`src/rtl/cart_rom_arbiter.sv`:
```
`timescale 1ns/1ps
// cart_rom_arbiter: shares one cartridge ROM read bus between the splash
// generator (port 0) and the game/loader path (port 1). One read in flight,
// round-robin or fixed-priority grant, synchronized rom_bsy, sticky timeout.
module cart_rom_arbiter #(
    parameter int unsigned ADDR_W      = 16,
    parameter int unsigned SYNC_STAGES = 2,
    parameter int unsigned ACK_TIMEOUT = 64,
    parameter bit          PRIO_FIXED  = 1'b0
) (
    input  logic              clk_8m,
    input  logic              rst_n,
    input  logic [ADDR_W-1:0] req0_addr,
    input  logic              req0_rd,
    output logic [7:0]        req0_data,
    output logic              req0_bsy,
    input  logic [ADDR_W-1:0] req1_addr,
    input  logic              req1_rd,
    output logic [7:0]        req1_data,
    output logic              req1_bsy,
    output logic [ADDR_W-1:0] rom_addr,
    output logic              rom_rd,
    input  logic [7:0]        rom_data,
    input  logic              rom_bsy,
    output logic              gnt,
    output logic              timeout_err,
    input  logic              err_clr
);

    localparam int unsigned CNT_W = $clog2(ACK_TIMEOUT + 1);
    localparam logic [CNT_W-1:0] CNT_LAST = CNT_W'(ACK_TIMEOUT - 1);

    typedef enum logic [1:0] {S_IDLE, S_ISSUE, S_WAIT, S_DONE} state_t;

    state_t              state, state_d;
    logic [SYNC_STAGES-1:0] bsy_sync;
    logic                bsy_s;
    logic                rd0_q, rd1_q;
    logic                rise0, rise1;
    logic                pend0, pend1;
    logic [ADDR_W-1:0]   addr0_q, addr1_q;
    logic                rr_ptr;
    logic                pick;
    logic                grant;
    logic                timeout_hit;
    logic [CNT_W-1:0]    cnt;

    assign bsy_s    = bsy_sync[SYNC_STAGES-1];
    assign rise0    = req0_rd & ~rd0_q;
    assign rise1    = req1_rd & ~rd1_q;
    assign req0_bsy = pend0;
    assign req1_bsy = pend1;

    // Synchronize the asynchronous ROM busy line.
    always_ff @(posedge clk_8m or negedge rst_n) begin
        if (!rst_n) begin
            bsy_sync <= '0;
        end else begin
            bsy_sync[0] <= rom_bsy;
            for (int unsigned i = 1; i < SYNC_STAGES; i++) begin
                bsy_sync[i] <= bsy_sync[i-1];
            end
        end
    end

    // FSM state register.
    always_ff @(posedge clk_8m or negedge rst_n) begin
        if (!rst_n) begin
            state <= S_IDLE;
        end else begin
            state <= state_d;
        end
    end

    // Arbitration choice and next-state decode.
    always_comb begin
        state_d     = state;
        grant       = 1'b0;
        timeout_hit = 1'b0;
        if (PRIO_FIXED) begin
            pick = pend0 ? 1'b0 : 1'b1;
        end else begin
            pick = (rr_ptr ? pend1 : pend0) ? rr_ptr : ~rr_ptr;
        end
        case (state)
            S_IDLE: begin
                if (pend0 || pend1) begin
                    grant   = 1'b1;
                    state_d = S_ISSUE;
                end
            end
            S_ISSUE: begin
                if (bsy_s) begin
                    state_d = S_WAIT;
                end else if (cnt == CNT_LAST) begin
                    timeout_hit = 1'b1;
                    state_d     = S_DONE;
                end
            end
            S_WAIT: begin
                if (!bsy_s) state_d = S_DONE;
            end
            S_DONE:  state_d = S_IDLE;
            default: state_d = S_IDLE;
        endcase
    end

    // Request edge capture, pending flags and per-port read data.
    always_ff @(posedge clk_8m or negedge rst_n) begin
        if (!rst_n) begin
            rd0_q     <= 1'b0;
            rd1_q     <= 1'b0;
            pend0     <= 1'b0;
            pend1     <= 1'b0;
            addr0_q   <= '0;
            addr1_q   <= '0;
            req0_data <= '0;
            req1_data <= '0;
        end else begin
            rd0_q <= req0_rd;
            rd1_q <= req1_rd;
            // A rising edge while already pending is a protocol violation and is dropped.
            if (state == S_DONE && !gnt) begin
                pend0     <= 1'b0;
                req0_data <= rom_data;
            end else if (rise0 && !pend0) begin
                pend0   <= 1'b1;
                addr0_q <= req0_addr;
            end
            if (state == S_DONE && gnt) begin
                pend1     <= 1'b0;
                req1_data <= rom_data;
            end else if (rise1 && !pend1) begin
                pend1   <= 1'b1;
                addr1_q <= req1_addr;
            end
        end
    end

    // ROM bus drive, grant record, ack timer, RR pointer and error flag.
    always_ff @(posedge clk_8m or negedge rst_n) begin
        if (!rst_n) begin
            rom_addr    <= '0;
            rom_rd      <= 1'b0;
            gnt         <= 1'b0;
            cnt         <= '0;
            rr_ptr      <= 1'b0;
            timeout_err <= 1'b0;
        end else begin
            if (grant) begin
                rom_addr <= pick ? addr1_q : addr0_q;
                rom_rd   <= 1'b1;
                gnt      <= pick;
                cnt      <= '0;
            end else if (state == S_ISSUE) begin
                if (bsy_s || timeout_hit) begin
                    rom_rd <= 1'b0;
                end else begin
                    cnt <= cnt + 1'b1;
                end
            end
            if (state == S_DONE) begin
                rr_ptr <= ~gnt;
            end
            if (timeout_hit) begin
                timeout_err <= 1'b1;
            end else if (err_clr) begin
                timeout_err <= 1'b0;
            end
        end
    end

endmodule

```
`config.mk`:
```
export PLATFORM = sky130hd
export DESIGN_NAME = cart_rom_arbiter
export DESIGN_NICKNAME = d
export VERILOG_FILES = /design/src/rtl/cart_rom_arbiter.sv
export SDC_FILE = /design/constraint.sdc
export NUM_CORES = 1
export LEC_CHECK = 0
export ABC_CLOCK_PERIOD_IN_PS = 2700
export CORE_ASPECT_RATIO = 0.9
export CORE_MARGIN = 1
export CORE_UTILIZATION = 30
export DETAILED_ROUTE_END_ITERATION = 7
export GPL_TIMING_DRIVEN = 0
export SYNTH_ARGS = -nofsm -noshare
export SYNTH_HDL_FRONTEND = slang
export SYNTH_SLANG_ARGS = --single-unit
```
`constraint.sdc`:
```
create_clock -name clk_8m -period 2.7 [get_ports clk_8m]
set_input_delay 0.675 -clock clk_8m [delete_from_list [all_inputs] [get_ports clk_8m]]
set_output_delay 0.675 -clock clk_8m [all_outputs]
set_load 0.01 [all_outputs]
```
==> impl_metrics.py <==
metrics = {
    "critical_path": {
        "worst_ep_required_time_ps": 2910,
        "r2r-end": "addr1_q[8]",
        "startpoint": "state[0]",
        "ff2ff_path_depth": 5,
        "worstPathMaxFanout": 10,
        "crit_arrival_ps": 2520,
        "crit_end": "addr1_q[8]",
        "worstSetupStartpointType": "flip-flop",
        "endpoint_kind": "flip-flop",
        "critical_path_class": "flip-flop to flip-flop",
        "reg2reg_from": "state[0]",
        "regToRegSetupSlack_ps": 390,
    },
    "logic_synthesis": {
        "synth-xor-area-share_pct": 0,
        "synth_seq_cells": 83,
        "synth_edf_count": 0,
        "syn_area_um2": 3570,
        "synthTopCellsByArea": "dfrtp_1 58%, mux2_2 12%, mux2_4 4.2%",
        "yosys.area.top_type": "dfrtp_1",
        "yosys_warnings": 0,
        "synth_compound_area_share_pct": 9.96,
        "synth_top_cell_area_share_pct": 58.2,
        "synth_nets": 341,
        "ys_async_sr_fraction_pct": 100,
        "yosysSeqAreaShare_pct": 58.2,
        "syn_inst": 289,
        "synth_top_family_by_area": "multiplexers",
        "yosys.area_share.simple_pct": 9.68,
        "post_synth.cell_area_avg_um2": 12.3,
        "ys.flop_type": "dfrtp_1",
        "synthMuxAreaShare_pct": 17.0,
        "synthAdderAreaFrac_pct": 2.10,
        "ys_types": 35,
    },
    "clock_tree": {
        "cts_buffer_depth": 2,
        "cts_tree": "built",
        "cts_root_buf": "clkbuf_16",
        "cts_hold_buffers": 0,
        "cts-resized-gates": 0,
        "htreeDepth": 3,
        "path_clk_slew_ps": 60,
        "clock-sinks": 83,
        "cts_buffers": 9,
        "insertion_delay_ps": 330,
        "postCtsSetupRepairBufs": 0,
    },
    "timing": {
        "post-route-period-util_pct": 85.5,
        "hold_viol_final": 0,
        "setup_tns_ps": 0,
        "report.final.setup_viol": 0,
        "max-slew-margin-rel_pct": 57.9,
        "whs_ps": 306,
        "tightest_slew_ps": 630,
        "fin_crit_ps": 2310,
        "slew_viol_final": 0,
        "rsz0062_at_grt": "no",
        "max_freq_mhz": 433,
        "skew_ps": 6.83,
    },
    "cells_and_area": {
        "num-fill-cells": 1112,
        "diodes": 0,
        "layout_common_cells": "83 x dfrtp_1, 81 x clkdlybuf4s50_1, 38 x mux2_2, 21 x nand3_1, 19 x o21ai_0",
        "final_nets": 435,
        "syn2layout_area_growth_pct": 37.8,
        "final_common_cell": "dfrtp_1",
        "layout-drive-gt1-share_pct": 17.8,
    },
    "power_and_ir_drop": {
        "cellPowerDensity_nw_per_um2": 1160,
        "p_switching_uw": 1860,
        "p_clk_share_pct": 21.8,
        "swShare_pct": 32.6,
        "p_leak_uw": 0.00205,
        "internal_power_uw": 3850,
        "fin_total_pwr_uw": 5710,
        "seq_power_share_pct": 38.1,
        "vdd_drop_max_mv": 0.497,
        "power_frac_comb_pct": 40.1,
    },
    "floorplan": {
        "dieArea_um2": 12300,
        "rows": 37,
        "die_y_um": 105,
        "die-width_um": 117,
        "fp.coreArea_um2": 11500,
        "initial_core_util_pct": 31.0,
        "io_pins": 83,
    },
    "route": {
        "dr.first_iter.drc_count": 73,
        "dr.pass1.iters": 4,
        "wire_per_inst_um": 15.3,
        "detail-route-antenna-nets": 0,
        "drc": 0,
        "viasPerCell": 4.83,
        "vias": 2629,
        "routed_wl_um": 8330,
    },
    "placed_design": {
        "gp_congestion": 0.730,
        "dpl.hpwl_um": 5900,
        "portBuffers": 82,
    },
    "flow_run": {
        "drv_cap": 0,
    },
    "worst_hold_path": {
        "hp-class": "primary input to asynchronous set/reset pin",
    },
    "run_status": {
        "outcome": "finished, final reports clean",
    },
    "grt": {
        "grt-ovfl-total": 0,
        "grt_pass1_wl_um": 13900,
        "antenna_found_initial": 0,
        "grt_max_degree": 50,
        "grt_pass1_vias": 2804,
        "grt_use_total_pct": 14.8,
    },
}
==> cell usage after synthesis, types with 3 or more instances <==
library cell / count
ha_1: 6
clkbuf_1: 13
a31oi_1: 16
mux2_2: 38
mux2_4: 10
nand3_1: 21
mux2i_1: 3
nand2_1: 10
o21ai_0: 19
a21oi_1: 6
a211oi_1: 4
nand2b_1: 5
dfrtp_1: 83
nor2_1: 17
nor2b_1: 5
inv_1: 6
==> critical path, cell delays in order (launching register included) <==
cell      delay, ps
dfrtp_1         450
ha_1            280
nand2_1         360
nand4b_1        440
buf_2           370
mux2_2          300
==> power groups by stage <==
stage          Clock [µW]  Combinational (µW)  Sequential, µW
2_1_floorplan           0                1230            2230
3_3_place_gp            0                2250            2180
3_5_place_dp            0                2320            2190
4_1_cts              1280                2330            2180
5_1_grt              1330                2540            2250
6_report             1240                2290            2170
==> worst min-delay path by stage <==
stage | start | endpoint | slack [ps] | depth (start not counted)
floorplan | bsy_sync[0] | bsy_sync[1] | 330 | 0
global placement | bsy_sync[0] | bsy_sync[1] | 340 | 0
detailed placement | bsy_sync[0] | bsy_sync[1] | 340 | 0
CTS | rst_n | timeout_err | 320 | 1
global route | rst_n | timeout_err | 330 | 1
finish | rst_n | timeout_err | 310 | 1
==> through the flow <==
stage | util (%) | std cells | worst slack, ps | instance area [µm²]
floorplan | - | 289 | 589 | 3570
global placement | 39.8 | 527 | -2190 | 4580
detailed placement | 40.0 | 528 | 276 | 4610
CTS | 42.6 | 544 | 293 | 4920
global route | 42.6 | 544 | 172 | 4920
finish | 42.6 | 544 | 392 | 4920
==> layout make-up <==
type	count	area (µm²)	area share [%]
Sequential cell	83	2080	42.2
Buffer	18	85.1	1.73
Clock inverter	3	46.3	0.942
Inverter	6	22.5	0.458
Multi-Input combinational cell	182	1380	28.1
Tap cell	156	195	3.97
Clock buffer	13	260	5.29
Timing Repair Buffer	83	846	17.2
==> metal layers <==
metal	vias up	global-route usage, %	wire length [µm]
met5	-	0	0
met3	12	4.66	458
met2	70	24.6	4150
li1	1227	-	-
met4	0	4.34	104
met1	1320	18.2	3610
==> sequential cells by signal, summed over array words and instances, names as in the netlist, 2 cells and up <==
register / flops
addr0_q: 16
addr1_q: 16
rom_addr: 16
req0_data: 8
req1_data: 8
cnt: 7
bsy_sync: 2
state: 2
==> cell families after synthesis <==
logic type	after synthesis
multiplexers	51
flip-flops	83
AO/OA/AOI/OAI	57
AND/OR/NAND/NOR	68
buffers and inverters	24
adder cells (fa/ha/maj)	6
No activity file was read; power rests on OpenSTA's default activity.
